**src/rtl/tis_pkg.sv**
```systemverilog
// Shared TIS-100 fabric constants and types used by stack and compute nodes.
package tis_pkg;

  localparam int TIS_WORD_W      = 11;
  localparam int TIS_SAT_MAX     = 999;
  localparam int TIS_STACK_DEPTH = 15;

  // Count has to represent 0..DEPTH inclusive.
  localparam int TIS_STACK_CNT_W = $clog2(TIS_STACK_DEPTH + 1);

  typedef logic signed [TIS_WORD_W-1:0] tis_word_t;

  // Which transfers fire in a cycle, encoded as {push_fire, pop_fire}.
  typedef enum logic [1:0] {
    OP_IDLE = 2'b00,
    OP_POP  = 2'b01,
    OP_PUSH = 2'b10,
    OP_SWAP = 2'b11
  } stack_op_e;

endpackage

```
**src/rtl/tis_stack_node_if.sv**
```systemverilog
// Push/pop handshake bundle of a TIS-100 stack node, plus flush and occupancy.
interface tis_stack_node_if
  import tis_pkg::*;
#(
  parameter int WIDTH = TIS_WORD_W,
  parameter int CNT_W = TIS_STACK_CNT_W
);

  logic                    clear;
  logic                    push_valid;
  logic                    push_ready;
  logic signed [WIDTH-1:0] push_data;
  logic                    pop_valid;
  logic                    pop_ready;
  logic signed [WIDTH-1:0] pop_data;
  logic [CNT_W-1:0]        count;
  logic                    full;
  logic                    empty;

  // Master: the mesh neighbour using the stack.
  modport master (
    output clear, push_valid, push_data, pop_ready,
    input  push_ready, pop_valid, pop_data, count, full, empty
  );

  // Slave: the stack node itself.
  modport slave (
    input  clear, push_valid, push_data, pop_ready,
    output push_ready, pop_valid, pop_data, count, full, empty
  );

endinterface

```
**src/rtl/tis_sat_clamp.sv**
```systemverilog
// Combinational clamp of a signed word to [-SAT_MAX, +SAT_MAX]; pass-through when SAT_EN=0.
module tis_sat_clamp
  import tis_pkg::*;
#(
  parameter int WIDTH   = TIS_WORD_W,
  parameter int SAT_MAX = TIS_SAT_MAX,
  parameter bit SAT_EN  = 1'b1
) (
  input  logic signed [WIDTH-1:0] data_in,
  output logic signed [WIDTH-1:0] data_out
);

  localparam logic signed [WIDTH-1:0] POS_LIM = WIDTH'(SAT_MAX);
  localparam logic signed [WIDTH-1:0] NEG_LIM = -POS_LIM;

  generate
    if (SAT_EN) begin : g_clamp
      // Both operands are signed at full WIDTH, so the compares are two's-complement.
      always_comb begin
        if (data_in > POS_LIM)      data_out = POS_LIM;
        else if (data_in < NEG_LIM) data_out = NEG_LIM;
        else                        data_out = data_in;
      end
    end else begin : g_pass
      assign data_out = data_in;
    end
  endgenerate

endmodule

```
**src/rtl/tis_stack_node.sv**
```systemverilog
// TIS-100 LIFO stack tile: WIDTH x DEPTH register array behind push/pop valid-ready ports.
module tis_stack_node
  import tis_pkg::*;
#(
  parameter int WIDTH   = TIS_WORD_W,
  parameter int DEPTH   = TIS_STACK_DEPTH,
  parameter int CNT_W   = TIS_STACK_CNT_W,
  parameter bit SAT_EN  = 1'b1,
  parameter int SAT_MAX = TIS_SAT_MAX
) (
  input logic              clk,
  input logic              reset,
  tis_stack_node_if.slave  bus
);

  localparam int AW = (DEPTH > 1) ? $clog2(DEPTH) : 1;

  logic [CNT_W-1:0]        count_q;
  logic [CNT_W-1:0]        count_d;
  logic signed [WIDTH-1:0] mem [DEPTH];
  logic signed [WIDTH-1:0] sat_data;
  logic                    full_s;
  logic                    empty_s;
  logic                    push_fire;
  logic                    pop_fire;
  logic [AW-1:0]           top_idx;
  logic [AW-1:0]           wr_idx;
  stack_op_e               op;

  // Flags decode registered count only, so ready/valid never depend on the partner's strobe.
  assign full_s    = (count_q == CNT_W'(DEPTH));
  assign empty_s   = (count_q == '0);
  assign push_fire = bus.push_valid & ~full_s;
  assign pop_fire  = bus.pop_ready & ~empty_s;
  assign op        = stack_op_e'({push_fire, pop_fire});

  assign top_idx = AW'(count_q - CNT_W'(1));
  // A swap overwrites the top being handed out; a plain push lands one above it.
  assign wr_idx  = pop_fire ? top_idx : AW'(count_q);

  tis_sat_clamp #(
    .WIDTH   (WIDTH),
    .SAT_MAX (SAT_MAX),
    .SAT_EN  (SAT_EN)
  ) u_sat (
    .data_in  (bus.push_data),
    .data_out (sat_data)
  );

  always_comb begin
    // NOTE: default first so every path assigns count_d and no latch is inferred.
    count_d = count_q;
    if (bus.clear) begin
      count_d = '0;
    end else begin
      unique case (op)
        OP_PUSH: count_d = count_q + CNT_W'(1);
        OP_POP:  count_d = count_q - CNT_W'(1);
        default: count_d = count_q;
      endcase
    end
  end

  always_ff @(posedge clk or posedge reset) begin
    // NOTE: non-blocking in clocked blocks so every register samples pre-edge values.
    if (reset) count_q <= '0;
    else       count_q <= count_d;
  end

  // NOTE: the array has no reset; entries above count are never observed, so their contents are don't-care.
  always_ff @(posedge clk) begin
    if (push_fire && !bus.clear) mem[wr_idx] <= sat_data;
  end

  assign bus.pop_data   = empty_s ? '0 : mem[top_idx];
  assign bus.push_ready = ~full_s;
  assign bus.pop_valid  = ~empty_s;
  assign bus.count      = count_q;
  assign bus.full       = full_s;
  assign bus.empty      = empty_s;

endmodule

```
**src/flat_wrapper.sv**
```systemverilog
// flat-port wrapper written by rule: the top's interface ports become plain ports
module tis_stack_node_flat import tis_pkg::*;
#(
  parameter int WIDTH   = TIS_WORD_W,
  parameter int DEPTH   = TIS_STACK_DEPTH,
  parameter int CNT_W   = TIS_STACK_CNT_W,
  parameter bit SAT_EN  = 1'b1,
  parameter int SAT_MAX = TIS_SAT_MAX
)
  (clk, reset, bus_clear, bus_push_valid, bus_push_data, bus_pop_ready, bus_push_ready, bus_pop_valid, bus_pop_data, bus_count, bus_full, bus_empty);
  tis_stack_node_if #(.WIDTH(WIDTH), .CNT_W(CNT_W)) bus_i ();
  input logic clk;
  input logic reset;
  input wire logic [$bits(bus_i.clear)-1:0] bus_clear;
  input wire logic [$bits(bus_i.push_valid)-1:0] bus_push_valid;
  input wire logic [$bits(bus_i.push_data)-1:0] bus_push_data;
  input wire logic [$bits(bus_i.pop_ready)-1:0] bus_pop_ready;
  output wire logic [$bits(bus_i.push_ready)-1:0] bus_push_ready;
  output wire logic [$bits(bus_i.pop_valid)-1:0] bus_pop_valid;
  output wire logic [$bits(bus_i.pop_data)-1:0] bus_pop_data;
  output wire logic [$bits(bus_i.count)-1:0] bus_count;
  output wire logic [$bits(bus_i.full)-1:0] bus_full;
  output wire logic [$bits(bus_i.empty)-1:0] bus_empty;
  assign bus_i.clear = bus_clear;
  assign bus_i.push_valid = bus_push_valid;
  assign bus_i.push_data = bus_push_data;
  assign bus_i.pop_ready = bus_pop_ready;
  assign bus_push_ready = bus_i.push_ready;
  assign bus_pop_valid = bus_i.pop_valid;
  assign bus_pop_data = bus_i.pop_data;
  assign bus_count = bus_i.count;
  assign bus_full = bus_i.full;
  assign bus_empty = bus_i.empty;
  tis_stack_node #(.WIDTH(WIDTH), .DEPTH(DEPTH), .CNT_W(CNT_W), .SAT_EN(SAT_EN), .SAT_MAX(SAT_MAX)) u_core (.clk(clk), .reset(reset), .bus(bus_i));
endmodule
```
**config.mk**
```make
export PLATFORM = sky130hd
export DESIGN_NAME = tis_stack_node_flat
export DESIGN_NICKNAME = d
export VERILOG_FILES = /design/src/rtl/tis_pkg.sv /design/src/rtl/tis_stack_node_if.sv /design/src/rtl/tis_sat_clamp.sv /design/src/rtl/tis_stack_node.sv /design/src/flat_wrapper.sv
export SDC_FILE = /design/constraint.sdc
export NUM_CORES = 1
export LEC_CHECK = 0
export ABC_AREA = 1
export CORE_ASPECT_RATIO = 2
export CORE_MARGIN = 2
export CORE_UTILIZATION = 50
export DETAILED_ROUTE_END_ITERATION = 8
export HOLD_SLACK_MARGIN = 0.12
export PLACE_DENSITY = 0.68
export SLEW_MARGIN = 20
export SYNTH_ARGS = -nofsm -noshare
export SYNTH_HDL_FRONTEND = slang
export SYNTH_HIERARCHICAL = 1
export SYNTH_SLANG_ARGS = --single-unit
export TNS_END_PERCENT = 100
```
**constraint.sdc**
```tcl
create_clock -name clk -period 6.07 [get_ports clk]
set_clock_uncertainty 0.15 [all_clocks]
set_input_delay 1.214 -clock clk [delete_from_list [all_inputs] [get_ports clk]]
set_output_delay 1.214 -clock clk [all_outputs]
set_load 0.05 [all_outputs]
```
======== Word level (Yosys, flattened, before mapping) ========
Memory sizes are Yosys's and may differ from the RTL's.
Index checks and enable logic that the tools add are counted.
storage, ports and cells
  input bits .............................. 16
  output and inout bits ................... 19
  logic and storage cells ................. 25
  RAM bits ................................ 165
  memories kept ........................... 1
  flip-flop bits (word level) ............. 4
operators by class
  magnitude comparators ................... 2
  bitwise operators ....................... 4
  muxes and demuxes ....................... 8
  equal/unequal tests ..................... 3
  $add $sub $neg .......................... 2
  reduce and logical (&&, ||, !) cells .... 4
memories
  memory      depth  width  rd ports  clocked after Yosys merged registers in  write ports  line                  RTL
  u_core.mem  15     11     1         0                                        1            tis_stack_node.sv:20  logic signed [WIDTH-1:0] mem [DEPTH];
operator list
  operator                                           number
  2-to-1 mux 11 bit                                  3
  > comparator 11 bit (second input constant)        1
  < comparator 11 bit (second input constant)        1
  2-to-1 mux 4 bit                                   2
  case mux 4 bit (2 select lines)                    1
  adder 4 x 1 -> 4 bit (second input constant)       1
  == test 4 bit (second input constant)              1
  zero test 4 bit                                    1
  subtractor 4 x 1 -> 4 bit (second input constant)  1
  nonzero test 3 bit                                 1
  AND 1 bit                                          2
  == test 2 x 1 -> 1 bit (second input constant)     1
  == test 2 bit (second input constant)              1
  2-to-1 mux 1 bit                                   2
  NOT 1 bit                                          2
  logical AND 1 bit                                  1
  zero test 1 bit                                    1

======== Logic depth before layout (Yosys ltp) ========
Gate-level depths: netlist (run 1).
  depth in word-level cells ............... 6
  mapped depth ............................ 13
  depth with buffers taken out ............ 10

======== Hierarchy ========
The synthesis (run 1) kept the hierarchy.
by module, submodules not included
  module          instances  cells each  sequential area each (µm²)  area each (µm²)
  tis_stack_node  1          651         5054.8                      7305.8
  tis_sat_clamp   1          41          0.0                         200.2

======== Worst setup path before layout (run 1) ========
No wires, ideal clock.
  kind .................................... register -> output
  from .................................... register u_core.count_q[0] (netlist: u_core/bus.count[0])
  to ...................................... output port bus_pop_data[2]
  slack ................................... 1833 ps
  arrival ................................. 2873 ps
  buffers on the path ..................... 3
  data required time ...................... 4706 ps
  stages on the path, launching flop included .. 9
  path through ............................ dfrtp_1 > inv_1 > buf_2 > buf_2 > ha_1 > nand2_4 > clkbuf_1 > nand2_1 > nor2_1
between the ends
  longest elaborated chain between the ends .. 3
  elaborated cells on any way between the ends .. 4
  those cells by class .................... 1 x add/sub; 1 x mux; 1 x reduce/logical; 1 x memory
RTL lines
  what                       line                  RTL
  from (decl)                tis_stack_node.sv:18  logic [CNT_W-1:0] count_q;
  from (signal assigned)     tis_stack_node.sv:67  else count_q <= count_d;
  subtractor 4 x 1 -> 4 bit  tis_stack_node.sv:37  assign top_idx = AW'(count_q - CNT_W'(1));
  memory (15 x 11 bit)       --
  2-to-1 mux 11 bit *        tis_stack_node.sv:75  assign bus.pop_data = empty_s ? '0 : mem[top_idx];
  to (decl)                  flat_wrapper.sv:20    output wire logic [$bits(bus_i.pop_data)-1:0] bus_pop_data;
Every way passes the cells marked *; elsewhere a longest branch is shown, timed or not.

======== Worst setup path after layout (run 1) ========
  from .................................... register u_core.count_q[0] (netlist: u_core/bus.count[0])
  to ...................................... output port bus_pop_data[3]
The elaborated chain is that of the path after synthesis.

==> flow_summary.toml, run 1 <==
[clocking]
clk_latency_ns = 0.43
ctsLongestPathBuffers = 2
cts_sinks = 169
root_buffer = "clkbuf_16"
holdBufCountCts = 0
cts_setup_buffers = 0
cts_repair_resize_count = 0
cts_tree = "done"
clk_pin_slew_ns = 0.06
ctsHtreeMaxLevel = 4
numCtsBuffers = 17

[logic_synthesis]
synthTopCellsByArea = "edfxtp_1, nand2_1, nand3_1, nor2_1, a21oi_1"
syn-instance-count = 692
synth_edf_count = 165
yosys.area.top_type_share_pct = 66.0
yosys.area.top_type = "edfxtp_1"
ys_seq_elements = 169
synth_top_flop_cell = "edfxtp_1"
yosys-mux-area-fraction_pct = 0
synth_top_family_by_area = "simple AND/OR/NAND/NOR gates"
synth_xor_area_share_pct = 0.117
synth_fa_ha_area_share_pct = 0.667
yosysUniqueCellTypes = 28
postSynthNetCount = 712
ys_warn_count = 6
synthSimpleGateAreaFrac_pct = 25.2
ys_seq_area_share_pct = 67.3
syn-cell-area_um2 = 7510
synth_compound_area_share_pct = 2.47
syn-mean-instance-area_um2 = 10.8
async_flop_share_pct = 2.37

[critical_path]
crit_path_end_kind = "output pin"
worstPathRequired_ns = 4.71
worstSetupPathType = "reg2out"
cp_max_fo = 30
cp-start-kind = "flip-flop"
crit_arrival_ns = 3.85

[min_path]
holdCritPathClass = "reg2reg"

[cells_and_area]
diodes = 0
layout_commonest_cell = "nand2_1"
fin_cells = 926
nets = 738
nFillCells = 1250
drive_gt1_share_pct = 11.8
syn_to_final_growth_pct = 14.2
final_cell_mix = "nand2_1, edfxtp_1, nand3_1"

[die]
die_w_um = 90.6
dieArea_um2 = 16100
rows = 63
die-height_um = 177
core-area_um2 = 14700
ios = 35
start_util_pct = 50.9

[sta]
tns_ns = 0
max_freq_ghz = 0.192
hold_violations = 0
holdWs_ns = 0.530
setup_violations = 0
min_period_over_period_pct = 86.0
tightest_slew_ns = 1.10
finalCriticalPeriod_ns = 5.22
slew-limit-headroom_pct = 26.2
grt_setup_unrepaired = "no"
slew_violations = 0
setup_slack_ns = 0.852

[grt]
antenna_found_initial = 0
first_global_vias = 5129
grt_usage_pct = 23.3
grt_overflow = 0
grt_max_degree = 85
grt_pass1_wl_mm = 27.4

[pwr]
finalPower_mw = 3.98
power-per-cell-area_nw_per_um2 = 464
ir_drop_mv = 0.233
leakagePower_nw = 3.18

[placed_design]
dp_hpwl_mm = 11.7
dp_slack_ns = 1.40
port_buffers = 34
placed_cells = 894
gp_congestion = 0.856

[routing]
vias = 5214
wl_met3_um = 871
dr.pass1.iters = 5
top_layer = "met4"
ant_nets = 0
routed_wl_mm = 18.2
wire_per_inst_um = 19.6
routed_via_density = 5.63
drc = 0
wl_met1_mm = 6.23
wl_met2_mm = 10.4
drt-initial-drc-count = 381

[run_status]
status = "completed"

[run]
cap_violations = 0
[sequential cells by signal, indices dropped and copies added (netlist names)]
name and flops:
u_core/bus.count 4, u_core/mem 165
[synth_stat cells, types with 2 or more instances]
cell type  instances
nand3_2            4
edfxtp_1         165
buf_4             10
a21oi_1           25
nor2_2             2
nor2_1            46
nand2_1          219
or2_2             11
buf_2             20
clkbuf_1           5
nand4_1            4
nand2_4            4
nor2_4             3
inv_2              4
ha_1               4
o21ai_1            6
nand2_2            6
dfrtp_1            4
inv_1             19
nand3_1          123
[power breakdown]
| group | switching [mW] | internal [mW] | total, mW |
|---|---|---|---|
| registers | 0.0250 | 1.35 | 1.38 |
| clock network | 0.434 | 0.671 | 1.10 |
| logic | 1.08 | 0.415 | 1.49 |
| total | 1.54 | 2.44 | 3.98 |
[cells by family after synthesis]
family                   count (synthesis)
AND/OR/NAND/NOR                        423
flip-flops                             169
buffers and inverters                   61
AO/OA/AOI/OAI                           34
adder cells (fa/ha/maj)                  4
XOR/XNOR                                 1
[cell type report]
class / instances / area, um2 / area share (%)
Clock inverter: 10 / 143 / 1.66
Clock buffer: 22 / 464 / 5.42
Timing Repair Buffer: 45 / 423 / 4.94
Inverter: 23 / 86.3 / 1.01
Multi-Input combinational cell: 462 / 2150 / 25.1
Sequential cell: 169 / 5060 / 59.0
Tap cell: 195 / 244 / 2.85
[path summary, 6_finish.rpt]
| check | start | to | slack (ns) | cells after the start |
|---|---|---|---|---|
| setup / recovery | u_core/bus.count[0] | bus_pop_data[3] | 0.85 | 11 |
| hold / removal | u_core/bus.count[1] | u_core/bus.count[1] | 0.53 | 2 |
| hold reg to reg | u_core/bus.count[1] | u_core/bus.count[1] | 0.53 | 2 |
| setup reg to reg | u_core/bus.count[0] | u_core/mem[0][0] | 2.24 | 8 |
| min in group asynchronous | reset | u_core/bus.count[3] | 0.81 | 2 |
| max in group asynchronous | reset | u_core/bus.count[0] | 4.81 | 2 |
[metal layers]
layer,vias to the layer above,global-route usage (%)
li1,2424,-
met1,2536,23.7
met2,207,44.4
met3,47,4.22
met4,0,12.2
met5,-,0
[per-stage QoR]
| step | cell area [um2] | util, % |
|---|---|---|
| after floorplan | 7510 | - |
| after global placement | 7950 | 53.9 |
| after detailed placement | 7950 | 53.9 |
| after CTS | 8560 | 58.0 |
| after global routing | 8570 | 58.1 |
| final | 8570 | 58.1 |
[critical path, cell delays in order (launching register included)]
cell and delay [ns]:
dfrtp_2 0.41, inv_2 0.40, ha_1 0.25, inv_1 0.04, nand2_1 0.06, nand2_2 0.37
inv_2 0.48, nand3_1 0.18, nand2_1 0.10, nor2_1 0.06, nor2_1 0.22, clkdlybuf4s50_1 0.85
(Power assumes the default switching activity.)
==> inputs of run 2 (changes only) <==
Settings changed: PLACE_DENSITY 0.68 to 0.71.
Clock period 6.07 ns to 4.2 ns, I/O delays scaled along.
==> flow_summary.toml, run 2 (synthesized netlist as in run 1, its figures left out) <==
[sta]
max_freq_ghz = 0.256
slew_violations = 0
hold_violations = 0
slew-limit-headroom_pct = 27.3
tns_ns = 0
setup_violations = 0
min_period_over_period_pct = 93.1
tightest_slew_ns = 1.08
finalCriticalPeriod_ns = 3.91
grt_setup_unrepaired = "no"

[clocking]
cts_tree = "done"
cts_setup_buffers = 0
cts_repair_resize_count = 0
clk_pin_slew_ns = 0.06
clk_latency_ns = 0.43
ctsLongestPathBuffers = 2
ctsHtreeMaxLevel = 4
numCtsBuffers = 17
cts_sinks = 169
holdBufCountCts = 0
root_buffer = "clkbuf_16"

[critical_path]
cp_max_fo = 24
cp-start-kind = "flip-flop"
worstSetupPathType = "reg2out"
crit_arrival_ns = 2.92
worstRegToRegCells = 9
r2r_start = "u_core/bus.count[0]"
timing.reg2reg.setup_slack_ns = 0.83
regToRegEndpoint = "u_core/mem[6][7]"
worstPathRequired_ns = 3.21
crit_path_end_kind = "output pin"

[placed_design]
dp_hpwl_mm = 11.4
port_buffers = 34
gp_congestion = 0.941
dpl_cell_area_um2 = 8180

[grt]
grt_pass1_wl_mm = 28.1
first_global_vias = 5169
grt_usage_pct = 23.6
grt_overflow = 0
grt_max_degree = 85
antenna_found_initial = 0

[routing]
vias = 5287
drc = 0
routed_via_density = 5.61
drt-initial-drc-count = 663
wire_per_inst_um = 19.1
dr.pass1.iters = 6
routed_wl_mm = 18.0
ant_nets = 0

[run_status]
status = "completed"

[pwr]
ir_drop_mv = 0.327
power.switching_mw = 2.26
p_comb_share_pct = 40.9
power-per-cell-area_nw_per_um2 = 678
power_frac_clock_pct = 25.7
power_frac_seq_pct = 33.4
p_sw_share_pct = 38.0
p_int_mw = 3.69
leakagePower_nw = 3.32

[cells_and_area]
nets = 755
regMostFlops = "u_core/mem"
largest_reg_flops = 165
drive_gt1_share_pct = 14.3
layout_commonest_cell = "nand2_1"
final_cell_mix = "nand2_1, edfxtp_1, nand3_1"
final_area_um2 = 8770
syn_to_final_growth_pct = 16.9
diodes = 0
fin_util_pct = 59.5

[die]
core-area_um2 = 14700
ios = 35
die-height_um = 177
dieArea_um2 = 16100
rows = 63
die_w_um = 90.6
start_util_pct = 50.9

[min_path]
holdCritPathClass = "in2async"

[run]
cap_violations = 0
## run 2: cell count changes in the layout (fill, tap and decap cells not counted), sizes merged
| cell | previous run | this run |
|---|---|---|
| buf | 11 | 39 |
| clkdlybuf4s50 | 34 | 23 |
| clkbuf | 22 | 18 |
| clkinv | 5 | 8 |
## run 2: cell type report
type                       count  area, um2
clock buffer                  18        429
clock inverter                13        154
fill                        1190       5970
inverter                      23       86.3
multi-input combinational    462       2140
sequential                   169       5060
tap                          195        244
timing repair buffer          62        661
## run 2: worst max-delay path by stage
stage | startpoint | endpoint | slack, ns
floorplan | u_core/bus.count[0] | bus_pop_data[2] | 0.34
global placement | u_core/bus.count[1] | bus_pop_data[9] | 0.78
detailed placement | u_core/bus.count[1] | bus_pop_data[9] | 0.74
CTS | u_core/bus.count[1] | bus_pop_data[9] | 0.29
global route | u_core/bus.count[1] | bus_pop_data[9] | 0.09
finish | u_core/bus.count[1] | bus_pop_data[9] | 0.29
## run 2: per-stage QoR
step | cells | hold WS [ns] | power, mW | setup slack, ns
finish | 942 | 0.448 | 5.95 | 0.291
global route | 942 | 0.465 | 6.22 | 0.0924
CTS | 942 | 0.443 | 5.96 | 0.290
detailed placement | 911 | 0.523 | 4.43 | 0.739
global placement | 911 | 0.509 | 4.39 | 0.779
floorplan | 692 | 0.456 | 3.59 | 0.337
## run 2: routing by layer
layer	part of all wire (%)	global-route usage, %
met1	34	25.4
met2	54	42.1
met3	6.6	4.90
met4	5.2	14.2
met5	0	0
## run 2: power groups by stage
stage	sequential, mW	combinational, mW	clock, mW
detailed placement	2.02	2.41	0
global placement	2.02	2.37	0
global route	1.99	2.60	1.62
floorplan	2.04	1.55	0
finish	1.99	2.43	1.53
CTS	1.99	2.42	1.55
## run 2: critical path: stages (launching register included)
cell and delay, ns:
dfrtp_1 0.49, inv_2 0.15, ha_2 0.30, inv_1 0.71, nand3_1 0.15, nand3_1 0.17
nand2_1 0.07, nor2_1 0.17, nor2_1 0.12, buf_12 0.16
==> inputs of run 3 (changes only) <==
--- a/config.mk
+++ b/config.mk
@@ -13,5 +13,4 @@
 export HOLD_SLACK_MARGIN = 0.12
 export PLACE_DENSITY = 0.71
-export SLEW_MARGIN = 20
 export SYNTH_ARGS = -nofsm -noshare
 export SYNTH_HDL_FRONTEND = slang
--- a/constraint.sdc
+++ b/constraint.sdc
@@ -3,3 +3,3 @@
 set_input_delay 0.84 -clock clk [delete_from_list [all_inputs] [get_ports clk]]
 set_output_delay 0.84 -clock clk [all_outputs]
-set_load 0.05 [all_outputs]
+set_load 0.005 [all_outputs]
==> flow_summary.toml, run 3 (synthesized netlist as in run 1, its figures left out) <==
[run_status]
status = "completed"

[pwr]
power-per-cell-area_nw_per_um2 = 619
finalPower_mw = 5.36
leakagePower_nw = 3.25
ir_drop_mv = 0.361

[die]
core-area_um2 = 14700
dieArea_um2 = 16100
rows = 63
start_util_pct = 50.9
ios = 35
die-height_um = 177
die_w_um = 90.6

[cells_and_area]
fin_cells = 940
regMostFlops = "u_core/mem"
nFillCells = 1215
drive_gt1_share_pct = 12.6
fin_util_pct = 58.7
largest_reg_flops = 165
final_cell_mix = "nand2_1, edfxtp_1, nand3_1"
layout_commonest_cell = "nand2_1"
syn_to_final_growth_pct = 15.3
nets = 752
diodes = 0

[clocking]
numCtsBuffers = 17
clk_latency_ns = 0.42
cts_sinks = 169
cts_tree = "done"
holdBufCountCts = 0
root_buffer = "clkbuf_16"
clk_pin_slew_ns = 0.07
ctsHtreeMaxLevel = 4
ctsLongestPathBuffers = 2
cts_repair_resize_count = 0
cts_setup_buffers = 0

[sta]
min_period_over_period_pct = 95.4
max_freq_ghz = 0.250
slew_violations = 0
hold_violations = 0
grt_setup_unrepaired = "no"
tightest_slew_ns = 1.27
slew-limit-headroom_pct = 14.6
finalCriticalPeriod_ns = 4.01
tns_ns = 0
setup_violations = 0

[critical_path]
cp_max_fo = 33
worstPathRequired_ns = 3.21
crit_arrival_ns = 3.02
crit_path_end_kind = "output pin"
worstSetupPathType = "reg2out"
cp-start-kind = "flip-flop"

[routing]
dr.pass1.iters = 5
drc = 0
routed_via_density = 5.62
vias = 5283
wire_per_inst_um = 19.6
ant_nets = 0
routed_wl_mm = 18.4
drt-initial-drc-count = 425

[grt]
antenna_found_initial = 0
grt_usage_pct = 24.0
grt_pass1_wl_mm = 28.7
grt_max_degree = 85
grt_overflow = 0
first_global_vias = 5367

[min_path]
holdCritPathClass = "in2async"

[placed_design]
gp_congestion = 0.894
port_buffers = 34
placed_cells = 908
dp_hpwl_mm = 11.9

[run]
cap_violations = 0
## run 3: worst paths after layout
check	start	end	slack, ns	cells past startpoint
setup / recovery	u_core/bus.count[0]	bus_pop_data[1]	0.19	12
hold / removal	reset	u_core/bus.count[2]	0.45	2
setup reg to reg	u_core/bus.count[0]	u_core/mem[4][3]	0.89	11
hold reg to reg	u_core/bus.count[1]	u_core/bus.count[1]	0.50	2
max in group asynchronous	reset	u_core/bus.count[0]	3.28	2
min in group clk	u_core/bus.count[1]	u_core/bus.count[1]	0.50	2
## run 3: power by group
part | leakage [nW] | total, mW | internal (mW) | switching (mW)
combinational | 1.43 | 1.85 | 0.650 | 1.20
clock | 0.278 | 1.52 | 0.880 | 0.642
sequential | 1.54 | 1.99 | 1.95 | 0.0357
total | 3.25 | 5.36 | 3.48 | 1.88
## run 3: critical path, cell delays in order, from the launching register on
cell,delay (ns)
dfrtp_2,0.41
inv_2,0.11
buf_6,0.27
ha_1,0.23
inv_1,0.05
nand2_1,0.07
nand2_2,0.07
clkinv_2,0.28
nand3_1,0.17
nand3_1,0.13
nand2_1,0.08
nor2_1,0.16
clkdlybuf4s50_1,0.54
## run 3: cell type report
cell class,count,area [um2],area share (%)
Clock inverter,14,148,1.71
Tap cell,195,244,2.82
Inverter,23,87.6,1.01
Clock buffer,18,429,4.96
Multi-Input combinational cell,462,2150,24.8
Timing Repair Buffer,59,544,6.29
Sequential cell,169,5060,58.4
## run 3: metal layers
metal | track usage (%) | vias to the layer above | routed length [um]
li1 | - | 2463 | -
met1 | 25.4 | 2523 | 6400
met2 | 43.9 | 225 | 10000
met3 | 4.05 | 72 | 907
met4 | 15.0 | 0 | 1060
met5 | 0 | - | 0
## run 3: through the flow
| step | worst slack [ns] | hold slack [ns] | instance area, um2 |
|---|---|---|---|
| 2_1_floorplan | 1.30 | 0.456 | 7510 |
| 3_3_place_gp | 0.547 | 0.484 | 8060 |
| 3_5_place_dp | 0.500 | 0.491 | 8060 |
| 4_1_cts | 0.0297 | 0.432 | 8640 |
| 5_1_grt | 0.00723 | 0.451 | 8660 |
| 6_report | 0.194 | 0.450 | 8660 |
